## src/rtl/tempo_sequencer_if.sv

```systemverilog
// Control/status bundle between the game controller (master) and the
// tempo sequencer (slave): play/tempo/song controls in, note timing out.
interface tempo_sequencer_if #(
  parameter int BPM_W  = 16,
  parameter int NOTE_W = 16
);
  logic              play;
  logic [BPM_W-1:0]  bpm;
  logic [1:0]        speed;
  logic [NOTE_W-1:0] song_len;
  logic              loop;
  logic              tick;
  logic              beat;
  logic [NOTE_W-1:0] note_index;
  logic              busy;
  logic              done;

  modport master (
    output play, bpm, speed, song_len, loop,
    input  tick, beat, note_index, busy, done
  );

  modport slave (
    input  play, bpm, speed, song_len, loop,
    output tick, beat, note_index, busy, done
  );
endinterface

```

## src/rtl/tempo_sequencer.sv

```systemverilog
// Note-step tempo generator: derives the note period from bpm/speed with a
// sequential restoring divider, then emits one tick per note, a beat every
// SUBDIV notes, tracks the note index and signals end of song.
module tempo_sequencer #(
  parameter int CLOCK_FREQUENCY = 50000000,
  parameter int BPM_W           = 16,
  parameter int COUNT_W         = 32,
  parameter int SUBDIV          = 4,
  parameter int NOTE_W          = 16
) (
  input logic              clk,
  input logic              Reset,
  tempo_sequencer_if.slave bus
);
  localparam int DIV_W = 40;
  localparam int CW    = $clog2(DIV_W + 1);
  localparam int SW    = (SUBDIV > 1) ? $clog2(SUBDIV) : 1;
  localparam int NW1   = NOTE_W + 1;
  localparam logic [DIV_W-1:0] N_BASE = DIV_W'(64'(CLOCK_FREQUENCY) * 64'd60);

  typedef enum logic [1:0] {IDLE, CALC, RUN, DONE} state_t;

  state_t              state, state_nx;
  logic [BPM_W-1:0]    bpm_q;
  logic [1:0]          speed_q;
  logic [DIV_W-1:0]    div_rem, div_quo, div_den;
  logic [CW-1:0]       div_cnt;
  logic                busy_r, div_fin;
  logic [COUNT_W-1:0]  period_nx, cnt;
  logic [NOTE_W-1:0]   idx;
  logic [SW-1:0]       sub_cnt;
  logic                tick_r, beat_r, done_r;

  logic                div_start, div_kill, first_tick, cnt_run;
  logic                tempo_diff, at_end, note_due;
  logic [DIV_W:0]      rem_sh;
  logic [DIV_W-1:0]    rem_nx, quo_nx;
  logic [NOTE_W-1:0]   idx_inc;
  logic [SW-1:0]       sub_nx;

  // Dividend: clock cycles per minute scaled by the speed numerator.
  function automatic logic [DIV_W-1:0] numer(input logic [1:0] s);
    case (s)
      2'b00:   numer = N_BASE << 1;
      2'b01:   numer = N_BASE << 2;
      default: numer = N_BASE;
    endcase
  endfunction

  // Divisor: note ticks per minute scaled by the speed denominator.
  function automatic logic [DIV_W-1:0] denom(input logic [BPM_W-1:0] b, input logic [1:0] s);
    logic [DIV_W-1:0] base;
    base = DIV_W'(b) * DIV_W'(SUBDIV);
    case (s)
      2'b01:   denom = base + (base << 1);
      2'b11:   denom = base << 1;
      default: denom = base;
    endcase
  endfunction

  // Saturate oversize quotients and keep the period at least one cycle.
  function automatic logic [COUNT_W-1:0] sat_period(input logic [DIV_W-1:0] q);
    if (q > DIV_W'({COUNT_W{1'b1}}))
      sat_period = '1;
    else if (q == '0)
      sat_period = COUNT_W'(1);
    else
      sat_period = q[COUNT_W-1:0];
  endfunction

  assign tempo_diff = (bus.bpm != bpm_q) || (bus.speed != speed_q);
  assign at_end     = ({1'b0, idx} + NW1'(1)) >= {1'b0, bus.song_len};
  assign note_due   = cnt_run && (cnt == '0);
  assign idx_inc    = idx + NOTE_W'(1);
  assign sub_nx     = (sub_cnt == SW'(SUBDIV - 1)) ? '0 : sub_cnt + SW'(1);

  assign bus.tick       = tick_r;
  assign bus.beat       = beat_r;
  assign bus.note_index = idx;
  assign bus.busy       = busy_r;
  assign bus.done       = done_r;

  // One restoring-division step: shift in the next dividend bit, subtract if it fits.
  always_comb begin
    rem_sh = {div_rem, div_quo[DIV_W-1]};
    if (rem_sh >= {1'b0, div_den}) begin
      rem_nx = DIV_W'(rem_sh - {1'b0, div_den});
      quo_nx = {div_quo[DIV_W-2:0], 1'b1};
    end else begin
      rem_nx = rem_sh[DIV_W-1:0];
      quo_nx = {div_quo[DIV_W-2:0], 1'b0};
    end
  end

  // State register.
  always_ff @(posedge clk or posedge Reset) begin
    if (Reset) state <= IDLE;
    else       state <= state_nx;
  end

  // Next state and control strobes; play low overrides everything.
  always_comb begin
    state_nx   = state;
    div_start  = 1'b0;
    div_kill   = 1'b0;
    first_tick = 1'b0;
    cnt_run    = 1'b0;
    case (state)
      IDLE: begin
        if (bus.bpm != '0) begin
          state_nx  = CALC;
          div_start = 1'b1;
        end
      end
      CALC: begin
        if (div_fin) begin
          if (bus.song_len != '0) begin
            state_nx   = RUN;
            first_tick = 1'b1;
          end else begin
            state_nx = DONE;
          end
        end
      end
      RUN: begin
        if (bus.bpm == '0) begin
          div_kill = 1'b1;
        end else begin
          cnt_run = 1'b1;
          if ((cnt == '0) && at_end && !bus.loop)
            state_nx = DONE;
          else
            div_start = tempo_diff;
        end
      end
      default: ;
    endcase
    if (!bus.play) begin
      state_nx   = IDLE;
      div_start  = 1'b0;
      div_kill   = 1'b0;
      first_tick = 1'b0;
      cnt_run    = 1'b0;
    end
  end

  // Divider: (re)start latches the tempo copies; a bpm of zero aborts it and
  // clears the bpm copy so a fresh divide follows once bpm returns.
  always_ff @(posedge clk or posedge Reset) begin
    if (Reset) begin
      bpm_q   <= '0;
      speed_q <= '0;
      div_rem <= '0;
      div_quo <= '0;
      div_den <= '0;
      div_cnt <= '0;
      busy_r  <= 1'b0;
      div_fin <= 1'b0;
    end else if (!bus.play) begin
      bpm_q   <= '0;
      speed_q <= '0;
      div_rem <= '0;
      div_quo <= '0;
      div_den <= '0;
      div_cnt <= '0;
      busy_r  <= 1'b0;
      div_fin <= 1'b0;
    end else if (div_start) begin
      bpm_q   <= bus.bpm;
      speed_q <= bus.speed;
      div_rem <= '0;
      div_quo <= numer(bus.speed);
      div_den <= denom(bus.bpm, bus.speed);
      div_cnt <= CW'(DIV_W);
      busy_r  <= 1'b1;
      div_fin <= 1'b0;
    end else if (div_kill) begin
      bpm_q   <= '0;
      busy_r  <= 1'b0;
      div_fin <= 1'b0;
    end else if (busy_r) begin
      div_rem <= rem_nx;
      div_quo <= quo_nx;
      div_cnt <= div_cnt - CW'(1);
      if (div_cnt == CW'(1)) begin
        busy_r  <= 1'b0;
        div_fin <= 1'b1;
      end
    end else begin
      div_fin <= 1'b0;
    end
  end

  // Note timing: period latch, countdown, note index, beat phase and outputs.
  // A fresh quotient lands in period_nx and only takes effect at the next reload.
  always_ff @(posedge clk or posedge Reset) begin
    if (Reset) begin
      period_nx <= '0;
      cnt       <= '0;
      idx       <= '0;
      sub_cnt   <= '0;
      tick_r    <= 1'b0;
      beat_r    <= 1'b0;
      done_r    <= 1'b0;
    end else if (!bus.play) begin
      period_nx <= '0;
      cnt       <= '0;
      idx       <= '0;
      sub_cnt   <= '0;
      tick_r    <= 1'b0;
      beat_r    <= 1'b0;
      done_r    <= 1'b0;
    end else begin
      tick_r <= 1'b0;
      beat_r <= 1'b0;
      done_r <= (state_nx == DONE);
      if ((state == RUN) && div_fin)
        period_nx <= sat_period(div_quo);
      if (first_tick) begin
        period_nx <= sat_period(div_quo);
        cnt       <= sat_period(div_quo) - COUNT_W'(1);
        idx       <= '0;
        sub_cnt   <= '0;
        tick_r    <= 1'b1;
        beat_r    <= 1'b1;
      end else if (note_due) begin
        cnt <= period_nx - COUNT_W'(1);
        if (at_end) begin
          if (bus.loop) begin
            idx     <= '0;
            sub_cnt <= '0;
            tick_r  <= 1'b1;
            beat_r  <= 1'b1;
          end
        end else begin
          idx     <= idx_inc;
          sub_cnt <= sub_nx;
          tick_r  <= 1'b1;
          beat_r  <= (sub_nx == '0);
        end
      end else if (cnt_run) begin
        cnt <= cnt - COUNT_W'(1);
      end
    end
  end
endmodule

```

## src/flat_wrapper.sv

```systemverilog
// flat-port wrapper written by rule: the top's interface ports become plain ports
module tempo_sequencer_flat 
#(
  parameter int CLOCK_FREQUENCY = 50000000,
  parameter int BPM_W           = 16,
  parameter int COUNT_W         = 32,
  parameter int SUBDIV          = 4,
  parameter int NOTE_W          = 16
)
  (clk, Reset, bus_play, bus_bpm, bus_speed, bus_song_len, bus_loop, bus_tick, bus_beat, bus_note_index, bus_busy, bus_done);
  tempo_sequencer_if #(.BPM_W(BPM_W), .NOTE_W(NOTE_W)) bus_i ();
  input logic clk;
  input logic Reset;
  input wire logic [$bits(bus_i.play)-1:0] bus_play;
  input wire logic [$bits(bus_i.bpm)-1:0] bus_bpm;
  input wire logic [$bits(bus_i.speed)-1:0] bus_speed;
  input wire logic [$bits(bus_i.song_len)-1:0] bus_song_len;
  input wire logic [$bits(bus_i.loop)-1:0] bus_loop;
  output wire logic [$bits(bus_i.tick)-1:0] bus_tick;
  output wire logic [$bits(bus_i.beat)-1:0] bus_beat;
  output wire logic [$bits(bus_i.note_index)-1:0] bus_note_index;
  output wire logic [$bits(bus_i.busy)-1:0] bus_busy;
  output wire logic [$bits(bus_i.done)-1:0] bus_done;
  assign bus_i.play = bus_play;
  assign bus_i.bpm = bus_bpm;
  assign bus_i.speed = bus_speed;
  assign bus_i.song_len = bus_song_len;
  assign bus_i.loop = bus_loop;
  assign bus_tick = bus_i.tick;
  assign bus_beat = bus_i.beat;
  assign bus_note_index = bus_i.note_index;
  assign bus_busy = bus_i.busy;
  assign bus_done = bus_i.done;
  tempo_sequencer #(.CLOCK_FREQUENCY(CLOCK_FREQUENCY), .BPM_W(BPM_W), .COUNT_W(COUNT_W), .SUBDIV(SUBDIV), .NOTE_W(NOTE_W)) u_core (.clk(clk), .Reset(Reset), .bus(bus_i));
endmodule
```

## config.mk

```make
export PLATFORM = sky130hd
export DESIGN_NAME = tempo_sequencer_flat
export DESIGN_NICKNAME = d
export VERILOG_FILES = /design/src/rtl/tempo_sequencer_if.sv /design/src/rtl/tempo_sequencer.sv /design/src/flat_wrapper.sv
export SDC_FILE = /design/constraint.sdc
export NUM_CORES = 1
export LEC_CHECK = 0
export ABC_AREA = 1
export BUFFER_PORTS_ARGS = -buffer_cell sky130_fd_sc_hd__buf_2
export CAP_MARGIN = 25
export CORE_MARGIN = 4
export CORE_UTILIZATION = 40
export DETAILED_ROUTE_END_ITERATION = 16
export PLACE_DENSITY_LB_ADDON = 0.25
export SLEW_MARGIN = 20
export SYNTH_ARGS = -nofsm -noshare
export SYNTH_HDL_FRONTEND = slang
export SYNTH_SLANG_ARGS = --single-unit
export TNS_END_PERCENT = 50
```

## constraint.sdc

```tcl
create_clock -name clk -period 19.9 [get_ports clk]
set_input_delay 4.975 -clock clk [delete_from_list [all_inputs] [get_ports clk]]
set_output_delay 4.975 -clock clk [all_outputs]
set_load 0.01 [all_outputs]
```

=== Yosys cells after proc, flatten, opt, wreduce, memory -nomap -nowiden ===
Cells that the tools add are included.

* Add/sub/neg operators: 9
* Multipliers: 0
* Div/mod/pow operators: 0
* $lt $le $gt $ge: 3
* Equality and inequality tests: 18
* Shift operators: 0
* Muxes and demuxes: 87
* Bitwise gates (word level): 0
* Reduce and logical (&&, ||, !) cells: 16

{| class="wikitable"
|+ Operator list
! cell !! count
|-
| 40-bit two-way mux || 11
|-
| 32-bit two-way mux || 11
|-
| 16-bit two-way mux || 8
|-
| 32-bit by 1-bit subtractor with 32-bit output, second input constant || 3
|-
| 40-bit case mux with 2 select lines || 1
|-
| 34-bit case mux with 2 select lines || 1
|-
| 41-bit by 40-bit greater-or-equal comparator with 1-bit output || 1
|-
| 40-bit by 32-bit greater-than comparator with 1-bit output, second input constant || 1
|-
| 40-bit logical NOT || 1
|-
| 40-bit subtractor || 1
|-
| 1-bit two-way mux || 36
|-
| 32-bit logical NOT || 1
|-
| 16-bit nonzero test || 2
|-
| 2-bit two-way mux || 13
|-
| 6-bit two-way mux || 4
|-
| 18-bit by 19-bit adder with 20-bit output || 1
|-
| 16-bit by 1-bit adder with 17-bit output, second input constant || 1
|-
| 17-bit by 16-bit greater-or-equal comparator with 1-bit output || 1
|-
| 16-bit by 1-bit adder with 16-bit output, second input constant || 1
|-
| 16-bit logical NOT || 1
|-
| 16-bit != test || 1
|-
| 3-bit by 1-bit != test with 1-bit output, second input constant || 4
|-
| 2-bit equality test, second input constant || 4
|-
| 6-bit by 1-bit equality test with 1-bit output, second input constant || 1
|-
| 16 further kinds || 23
|}

* Bits in registers: 233
* Latch bits: 0
* Bits in writable memories: 0
* Memory bits (read-only): 0
* Input bits: 38
* Output and inout port bits: 20
* Logic and storage cells: 149
* Memories: 0

=== Depth between registers and ports, before layout ===
* Word-level depth: 10
* Mapped depth: 26
* Mapped depth without buffers: 25

=== Least setup slack after synthesis ===
No wires, ideal clock.

* Kind: input to register
* Start point: in bus_bpm[14]
* End point: reg u_core.cnt[6]
* Library setup time: 0.132 ns
* Arrival time: 6.796 ns
* Slack: 12.972 ns
* Stages: 16
* Path through: inv_1 > ha_1 > nand2_1 > nor2_1 > nand2_1 > nand2_1 > nor2_2 > buf_4 > nand3_1 > nand2_1 > nand2_1 > ha_1 > nand3_2 > nor2_1 > xor2_1 > o22ai_1

* Longest elaborated chain between the ends: 8

{| class="wikitable"
|+ Ends and longest elaborated chain
! item !! line !! source
|-
| from (decl) || flat_wrapper.sv:15 || <nowiki>input wire logic [$bits(bus_i.bpm)-1:0] bus_bpm;</nowiki>
|-
| 16-bit logical NOT (*) || tempo_sequencer.sv:126 || <nowiki>if (bus.bpm == '0) begin</nowiki>
|-
| 1-bit two-way mux (*) || tempo_sequencer.sv:126 ||
|-
| 1-bit two-way mux (*) || tempo_sequencer.sv:108 || <nowiki>case (state)</nowiki>
|-
| 1-bit two-way mux (*) || tempo_sequencer.sv:138 || <nowiki>if (!bus.play) begin</nowiki>
|-
| 1-bit logical AND || tempo_sequencer.sv:73 || <nowiki>assign note_due = cnt_run && (cnt == '0);</nowiki>
|-
| 32-bit two-way mux || tempo_sequencer.sv:226 || <nowiki>end else if (note_due) begin</nowiki>
|-
| 32-bit two-way mux || tempo_sequencer.sv:219 || <nowiki>if (first_tick) begin</nowiki>
|-
| 32-bit two-way mux || tempo_sequencer.sv:205 || <nowiki>end else if (!bus.play) begin</nowiki>
|-
| to (signal assigned) || tempo_sequencer.sv:221 || <nowiki>cnt <= sat_period(div_quo) - COUNT_W'(1);</nowiki>
|-
| to (signal assigned) || tempo_sequencer.sv:227 || <nowiki>cnt <= period_nx - COUNT_W'(1);</nowiki>
|-
| to (signal assigned) || tempo_sequencer.sv:242 || <nowiki>cnt <= cnt - COUNT_W'(1);</nowiki>
|-
| to (decl) || tempo_sequencer.sv:29 || <nowiki>logic [COUNT_W-1:0] period_nx, cnt;</nowiki>
|}

Every way passes the cells marked *; elsewhere a longest branch is shown, timed or not.
A chain may end at the register's enable or synchronous reset.

=== Worst setup path in the final report ===
* Start point: in bus_bpm[2]
* End point: reg u_core.bpm_q[5]

* Longest elaborated chain between the ends: 8

{| class="wikitable"
|+ Ends and longest elaborated chain
! item !! line !! source
|-
| 16-bit != test || tempo_sequencer.sv:71 || <nowiki>assign tempo_diff = (bus.bpm != bpm_q) || (bus.speed != speed_q);</nowiki>
|-
| 1-bit logical OR || tempo_sequencer.sv:71 ||
|-
| 1-bit two-way mux || tempo_sequencer.sv:130 || <nowiki>if ((cnt == '0) && at_end && !bus.loop)</nowiki>
|-
| 1-bit two-way mux || tempo_sequencer.sv:126 ||
|-
| 1-bit case mux with 2 select lines || tempo_sequencer.sv:108 ||
|-
| 1-bit two-way mux || tempo_sequencer.sv:138 ||
|-
| 16-bit two-way mux || tempo_sequencer.sv:168 || <nowiki>end else if (div_start) begin</nowiki>
|-
| 16-bit two-way mux || tempo_sequencer.sv:159 || <nowiki>end else if (!bus.play) begin</nowiki>
|-
| to (signal assigned) || tempo_sequencer.sv:169 || <nowiki>bpm_q <= bus.bpm;</nowiki>
|-
| to (decl) || tempo_sequencer.sv:24 || <nowiki>logic [BPM_W-1:0] bpm_q;</nowiki>
|}

Parallel ways exist; a longest one is shown, timed or not.

==> metrics.yaml <==
drc: 0
final_common_cell: "nand2_1"
synth_warnings: 0
cts_resized: 0
pin_count: 58
worstPathMaxFanout: 56
crit_path_top_delay_cell: "buf_4"
drtIter0Drc: 977
syn_area_per_cell_um2: 6.88
dr.pass1.iters: 7
start_util_pct: 40.6
final_cell_mix: "nand2_1 (557), inv_1 (278), nor2_1 (240)"
critPathMostFrequentCell: "nand2_1"
power.density_nw_per_um2: 89.0
fp-row-count: 70
core_um2: 36600
die_w_um: 201
cts_buffers: 25
hold_viol_final: 0
max_cap_violations: 0
synth_fp_nets: 2262
first_global_vias: 13502
htree_levels: 1
fin_skew_ns: 0.0122
wirelength_um: 43500
ctsHoldBuffers: 0
hold_path.class: "register to register"
finalNetCount: 2288
period_share_pct: 39.5
critPathLaunchType: "input port"
synth_area_um2: 14800
final.fill_count: 3843
worst_slew_pin_slew_ns: 0.806
rsz0062_at_grt: "no"
max_freq_ghz: 0.127
synthArstFlopShare_pct: 100
n_antenna_cell: 0
worstSkewPairLatency_ns: 0.54
wl_per_cell_um: 16.3
portBuffers: 57
arrival_ns: 8.26
place_hpwl_um: 31900
final_antenna_net_count: 0
cp-end-kind: "register"
chipHeight_um: 201
grt_pass1_wl_um: 71400
max-clock-path-buffers: 3
synth_cells: 2158
via_per_inst: 5.25
p_leak_nw: 8.95
gr-total-overflow: 0
antenna_found_initial: 0
regToRegSetupSlack_ns: 15.02
grt_max_degree: 132
synth-seq-area-share_pct: 35.6
cts_root_buffer: "clkbuf_16"
drive_gt1_share_pct: 8.17
maxSlewViolCount: 0
num_vias: 14020
gp_congestion: 0.915
setup_viol: 0
ff_latch_area_um2: 5280
max_stage_delay_ns: 0.55
cts.clk_slew.worst_paths_ns: 0.06
crit_buf_inv: 6
grt.total_usage_pct: 21.1
crit_chain: "buf_2 -> inv_1 -> ha_1 -> nand2_1 -> nor2_1 -> nand2_1 -> inv_1 -> nor3_2 -> clkinv_1 -> nand3_2 -> buf_4 -> inv_2 -> nand2_1 -> o21ai_0"
hold_ws_ns: 0.479
multiInputGateArea_um2: 8070
status: "completed"
synth_cell_types: 51
post-cts-setup-buffers: 0
worstSetupPathType: "input port to register"
ir_drop_v: 0.0000735
max-slew-margin-rel_pct: 46.1
cts.sinks: 211
ys_ff_latch: 211
area_delta_synth_final_pct: 10.3
cts_tree: "done"
fin_crit_ns: 7.85
setup_tns_ns: 0
worstPathRequired_ns: 20.30
crit_family: "buffers and inverters"
die_area_um2: 40300
synth_ff_type: "dfrtp_1"
synth_edf_count: 0
[power by group]
| part | total, W | internal (W) | switching [W] |
|---|---|---|---|
| logic | 0.000462 | 0.000149 | 0.000313 |
| clock network | 0.000506 | 0.000317 | 0.000190 |
| registers | 0.000490 | 0.000462 | 0.0000273 |
[cell families (layout without fill, tap and decap cells)]
kind of cell,after synthesis,count (layout),share of synthesized area [%]
compound gates,318,318,12.0
xor+xnor,70,70,4.13
fa+ha+maj,66,66,5.66
buf+inv,372,416,10.1
flops,211,211,35.6
simple gates,1121,1121,32.5
[registers in the layout (all words and copies together) (netlist names), 2 cells and up]
signal / count
u_core.div_cnt: 6
u_core.div_quo: 40
u_core.div_den: 18
u_core.speed_q: 2
u_core.cnt: 32
u_core.period_nx: 32
u_core.bpm_q: 16
u_core.bus.note_index: 16
u_core.div_rem: 40
u_core.state: 2
u_core.sub_cnt: 2
[stage by stage]
stage / instance area (µm²) / utilization (%) / worst slack (ns) / total power, W / cells
after floorplan: 14800 / - / 9.16 / 0.000834 / 2158
after global placement: 15400 / 42.2 / 11.72 / 0.000952 / 2623
after detailed placement: 15400 / 42.2 / 11.54 / 0.000954 / 2623
after CTS: 16300 / 44.6 / 12.10 / 0.00147 / 2668
after global routing: 16400 / 44.8 / 11.79 / 0.00155 / 2670
final: 16400 / 44.8 / 12.05 / 0.00146 / 2670
[per-layer routing]
layer	global-route usage [%]	part of all wire (%)	up-vias
met5	0	0	-
met4	5.16	2.3	0
met3	2.39	4.3	62
met2	34.2	46	346
met1	30.4	48	6602
li1	-	-	7010
[cells in the mapped netlist, types with 7 or more instances]
cell type  instances  share of area (%)
nand2_1          557                 14
inv_1            280                7.1
nor2_1           240                6.1
dfrtp_1          211                 36
nand3_1          188                6.3
o21ai_0          131                4.4
a21oi_1           87                2.9
ha_1              64                5.4
xor2_1            41                2.4
nand4_1           37                1.6
o22ai_1           30                1.3
xnor2_1           29                1.7
buf_2             27               0.91
nor3_1            27               0.91
clkbuf_1          25               0.63
a211oi_1          20                1.0
nor2_2            20               0.84
nand2_2           16               0.67
clkinv_1          12               0.30
o21ai_1           12               0.40
nor4_1            11               0.46
inv_2             10               0.25
a22oi_1            8               0.40
buf_4              7               0.35
[worst reg2reg max path: stages (launching register included)]
cell	delay (ns)
dfrtp_1	0.44
nand2_1	0.07
nor2_1	0.19
nand3_1	0.17
nor4_1	0.35
nand2_1	0.12
nor2_1	0.16
nand2_1	0.08
xor2_1	0.17
inv_1	0.07
ha_1	0.27
nand2_1	0.06
inv_1	0.05
nand3_1	0.08
nor3_1	0.28
nor2_1	0.10
nand3_2	0.09
nand4_2	0.16
nand2_4	0.24
nand3_2	0.08
buf_4	0.35
inv_2	0.48
nand2_1	0.39
o21ai_0	0.31
[worst paths after layout]
kind	cells after the start	to	startpoint
min in group asynchronous	2	u_core.bus.done$_DFF_PP0_	Reset
max	14	u_core.bpm_q[5]$_DFFE_PP0P_	bus_bpm[2]
min reg2reg	2	u_core.cnt[23]$_DFFE_PP0P_	u_core.cnt[23]$_DFFE_PP0P_
max in group asynchronous	4	u_core.div_rem[38]$_DFFE_PP0P_	Reset
min	2	u_core.cnt[23]$_DFFE_PP0P_	u_core.cnt[23]$_DFFE_PP0P_
max reg2reg	23	u_core.bpm_q[5]$_DFFE_PP0P_	u_core.bus.note_index[0]$_DFFE_PP0P_
[layout make-up]
| type | instances | share of cell area, % |
|---|---|---|
| multi-input combinational | 1575 | 49.3 |
| sequential | 211 | 32.2 |
| inverter | 302 | 6.96 |
| clock buffer | 35 | 4.41 |
| tap | 468 | 3.57 |
| timing repair buffer | 69 | 2.48 |
| clock inverter | 10 | 1.08 |
No activity file was read; power rests on OpenSTA's default activity.
